### src/rtl/riscv_ctrl_pkg.sv
// Shared ISA constants for the multi-cycle core: opcodes, control FSM state
// encodings and PC-select codes.
package riscv_ctrl_pkg;

  localparam logic [6:0] OP_LOAD   = 7'b0000011;
  localparam logic [6:0] OP_STORE  = 7'b0100011;
  localparam logic [6:0] OP_BRANCH = 7'b1100011;
  localparam logic [6:0] OP_JAL    = 7'b1101111;
  localparam logic [6:0] OP_JALR   = 7'b1100111;
  localparam logic [6:0] OP_OP     = 7'b0110011;

  typedef enum logic [2:0] {
    CTRL_RESET   = 3'd0,
    CTRL_FETCH   = 3'd1,
    CTRL_DECODE  = 3'd2,
    CTRL_EXECUTE = 3'd3,
    CTRL_MEM     = 3'd4,
    CTRL_WB      = 3'd5,
    CTRL_TRAP    = 3'd6
  } ctrl_state_e;

  localparam logic [1:0] PCSEL_NEXT   = 2'd0;
  localparam logic [1:0] PCSEL_TARGET = 2'd1;
  localparam logic [1:0] PCSEL_TRAP   = 2'd2;

endpackage

### src/rtl/riscv_ctrl.sv
// Multi-cycle control FSM: fetch / decode / execute / mem / writeback / trap
// sequencing, PC update control and retired-instruction counter.
module riscv_ctrl
  import riscv_ctrl_pkg::*;
#(
  parameter int XLEN = 32
) (
  input  logic            clk,
  input  logic            rst,
  input  logic [6:0]      opcode,
  input  logic            id_exception,
  input  logic            branch_taken,
  output logic            imem_req,
  input  logic            imem_ack,
  output logic            dmem_req,
  output logic            dmem_we,
  input  logic            dmem_ack,
  output logic            ir_we,
  output logic            id_en,
  output logic            ex_en,
  output logic            rf_we,
  output logic            pc_we,
  output logic [1:0]      pc_sel,
  output logic            trap,
  output logic [XLEN-1:0] instret
);

  ctrl_state_e     state_q, state_d;
  logic [XLEN-1:0] instret_q, instret_d;
  logic            retire;

  logic is_load, is_store, is_branch, is_jump;
  assign is_load   = (opcode == OP_LOAD);
  assign is_store  = (opcode == OP_STORE);
  assign is_branch = (opcode == OP_BRANCH);
  assign is_jump   = (opcode == OP_JAL) || (opcode == OP_JALR);

  always_ff @(posedge clk or posedge rst) begin
    if (rst) begin
      state_q   <= CTRL_RESET;
      instret_q <= '0;
    end else begin
      state_q   <= state_d;
      instret_q <= instret_d;
    end
  end

  always_comb begin
    state_d = state_q;
    case (state_q)
      CTRL_RESET:   state_d = CTRL_FETCH;
      CTRL_FETCH:   if (imem_ack) state_d = CTRL_DECODE;
      CTRL_DECODE:  state_d = CTRL_EXECUTE;
      CTRL_EXECUTE: begin
        if (id_exception)            state_d = CTRL_TRAP;
        else if (is_load || is_store) state_d = CTRL_MEM;
        else                          state_d = CTRL_WB;
      end
      CTRL_MEM:     if (dmem_ack) state_d = is_store ? CTRL_FETCH : CTRL_WB;
      CTRL_WB:      state_d = CTRL_FETCH;
      CTRL_TRAP:    state_d = CTRL_FETCH;
      default:      state_d = CTRL_RESET;
    endcase
  end

  always_comb begin
    imem_req = 1'b0;
    dmem_req = 1'b0;
    dmem_we  = 1'b0;
    ir_we    = 1'b0;
    id_en    = 1'b0;
    ex_en    = 1'b0;
    rf_we    = 1'b0;
    pc_we    = 1'b0;
    pc_sel   = PCSEL_NEXT;
    trap     = 1'b0;
    retire   = 1'b0;
    case (state_q)
      CTRL_FETCH: begin
        imem_req = 1'b1;
        ir_we    = imem_ack;
      end
      CTRL_DECODE:  id_en = 1'b1;
      CTRL_EXECUTE: ex_en = 1'b1;
      CTRL_MEM: begin
        dmem_req = 1'b1;
        dmem_we  = is_store;
        // Stores retire straight out of MEM; they have nothing to write back.
        if (dmem_ack && is_store) begin
          pc_we  = 1'b1;
          retire = 1'b1;
        end
      end
      CTRL_WB: begin
        rf_we  = !(is_branch || is_store);
        pc_we  = 1'b1;
        pc_sel = (is_jump || (is_branch && branch_taken)) ? PCSEL_TARGET : PCSEL_NEXT;
        retire = 1'b1;
      end
      CTRL_TRAP: begin
        pc_we  = 1'b1;
        pc_sel = PCSEL_TRAP;
        trap   = 1'b1;
      end
      default: ;
    endcase
  end

  assign instret_d = retire ? instret_q + {{(XLEN-1){1'b0}}, 1'b1} : instret_q;
  assign instret   = instret_q;

endmodule

### config.mk
export PLATFORM = sky130hd
export DESIGN_NAME = riscv_ctrl
export DESIGN_NICKNAME = d
export VERILOG_FILES = /design/src/rtl/riscv_ctrl_pkg.sv /design/src/rtl/riscv_ctrl.sv
export SDC_FILE = /design/constraint.sdc
export NUM_CORES = 1
export LEC_CHECK = 0
export ABC_AREA = 1
export CORE_MARGIN = 1
export CORE_UTILIZATION = 40
export CTS_CLUSTER_SIZE = 40
export DETAILED_ROUTE_END_ITERATION = 10
export GPL_ROUTABILITY_DRIVEN = 1
export PLACE_DENSITY = 0.7
export SYNTH_ARGS = -nofsm -noshare
export SYNTH_HDL_FRONTEND = slang
export SYNTH_SLANG_ARGS = --single-unit
### constraint.sdc
create_clock -name clk -period 2.1 [get_ports clk]
set_input_delay 0.525 -clock clk [delete_from_list [all_inputs] [get_ports clk]]
set_output_delay 0.525 -clock clk [all_outputs]
set_load 0.02 [all_outputs]
==> results.ini <==
[synth]
synth_area_mm2=0.00234
synth_compound_gate_area_share_pct=4.27
syn_area_per_cell_um2=6.73
yosysWarnings=0
synthAdderAreaFrac_pct=0.534
synth_ff_type=dfrtp_1
yosysSeqAreaShare_pct=37.4
ys_types=28
synth_edf_count=0
muxShareOfSynthArea_pct=0
synthSimpleGateAreaFrac_pct=44.5
synthXorXnorAreaFrac_pct=4.43
synth_top_family_by_area=simple AND/OR/NAND/NOR gates
syn_nets=362
syn-instance-count=348
synth-async-reset-ratio_pct=100
yosys_register_bits=35

[layout]
final_area_mm2=0.00308
post-route-util_pct=55.3
antenna_cells=0
synthToLayoutAreaGrowth_pct=31.5
instances_no_fill=486
layout_common_cells=nand2_1, nor2_1, clkdlybuf4s50_1
nets=428
drive_above_1_share_pct=12.3
layout_commonest_cell=nand2_1

[power_and_ir_drop]
p_leak_nw=1.35
p_per_area_mw_per_mm2=708
power.total_mw=2.18
irDropWorstVdd_mv=0.443

[worst_setup_path]
path_delay_family=buffers and inverters
crit_fanout=5
crit_chain=buf_4, nor3_1, clkdlybuf4s15_1
crit_path_end_kind=output port
path_buf_inv=2
cp.arrival_ns=1.53
required_ns=1.57
cp-start-kind=flop
max_stage_delay_ns=0.45
path_class=reg -> out
cpMaxStageDelayCell=dfrtp_2

[cts]
path_clk_slew_ns=0.07
cts-buffers-inserted=5
clkLatencyLatePin_ns=0.29
cts_tree=built
root_buffer=clkbuf_8
cts_buffer_depth=2
htreeDepth=2
cts_sinks=35
holdBufCountCts=0

[grt]
first_global_vias=2134
antenna_found_initial=0
grt_usage_pct=19.6
grt_max_degree=56
grtUsageMet1_pct=25.9
met2_usage_pct=30.1
grt_pass1_wl_um=9380
use_met3_pct=4.88
top_usage_layer=met2
gr-total-overflow=0

[floorplan]
ioPinCount=56
die_y_um=78.5
dieArea_mm2=0.00617
die_w_um=78.5
std_cell_rows=27
coreArea_mm2=0.00557
initial_core_util_pct=42.0

[timing]
worst_slew_pin_slew_ns=0.520
fin_hold_ws_ns=0.531
finalSetupViolations=0
period_needed_ns=2.06
finalMaxSlewViolations=0
fmax_ghz=0.486
rsz0062_at_grt=yes
finalClockSkew_ns=0.00678
fin_tns_setup_ns=0
setup_ws_ns=0.0424
relSlewSlack_pct=65.3
finalCritPeriodShare_pct=98.0
hold_viol=0

[routing]
drt_iter0_drc=101
avgViaCountPerCell=4.82
vias=2343
wl_per_cell_um=11.4
ant_nets=0
route.detailed.drc=0
drt_wl_total_um=5530
firstDrtPassIters=4

[flow_run]
cap_violations=0

[placed_design]
pre_cts_ws_ns=-0.616
dpl_cell_area_mm2=0.00299
dp_hpwl_um=4180
place_congestion=0.885
place_inst=478
io_buffers=55

[min_path]
worstHoldPathType=reg -> reg

[run_status]
status=finished clean

-- routing by layer --
metal  vias up  wire [um]
li1       1214          -
met1      1059       2670
met2        59       2450
met3        11        308
met4         0        110
met5         -          0
-- worst paths after layout --
kind | end | cells past startpoint | slack [ns] | start
setup / recovery | ex_en | 3 | 0.04 | state_q[2]$_DFFE_PP0P_
hold / removal | instret[29]$_DFFE_PP0P_ | 2 | 0.53 | instret[29]$_DFFE_PP0P_
setup reg to reg | instret[22]$_DFFE_PP0P_ | 10 | 0.36 | instret[0]$_DFFE_PP0P_
hold reg to reg | instret[29]$_DFFE_PP0P_ | 2 | 0.53 | instret[29]$_DFFE_PP0P_
max in group asynchronous | state_q[0]$_DFFE_PP0P_ | 3 | 1.13 | rst
min in group asynchronous | instret[1]$_DFFE_PP0P_ | 3 | 0.63 | rst
-- cells by family (layout without fill, tap and decap cells) --
group,Yosys count,after routing
DFF,35,35
buffers and inverters,43,109
and+or+nand+nor,239,239
AOI/OAI and AO/OA,19,19
xor gates and xnor gates,11,11
adders and majority gates,1,1
-- repair_timing --
item | in CTS | in global routing
resized for setup | 38 | 13
gates cloned | 0 | 0
endpoints found under the setup margin | 11 | 7
setup buffers | 1 | 0
pin swaps | 6 | 0
-- worst register-to-register path, delay by kind of cell, from the launching register on --
kind / cells / cell delay [ns]
and+or+nand+nor: 8 / 0.89
buffers and inverters: 1 / 0.07
DFF: 1 / 0.44
adders and majority gates: 1 / 0.22
-- cell type report --
class	instances	area, um^2
fillers	569	2490
clock inverters	1	5.00
well taps	72	90.1
flip-flops and latches	35	878
inverters	34	128
clock buffers	6	82.6
multi-input cells	270	1290
repair buffers	68	611
-- registers in the layout (all words and copies together), names as in the netlist --
register and cells:
instret 32, state_q 3
-- power by group --
part / internal, mW / switching, mW / total, mW
combinational: 0.330 / 0.476 / 0.806
sequential: 0.752 / 0.119 / 0.871
clock: 0.257 / 0.248 / 0.506
total: 1.34 / 0.843 / 2.18
-- cells in the mapped netlist (all sizes together) (2+ instances only) --
cell	count	area [um^2]
nor3	12	60.1
nand4	3	18.8
a21oi	2	10.0
nor2	54	230
o21ai	15	75.1
nand3	13	70.1
nand2	139	532
xnor2	2	17.5
xor2	9	86.3
buf	9	80.1
inv	34	128
dfrtp	35	876
nand3b	16	120
Power figures use the tool's default switching activity.
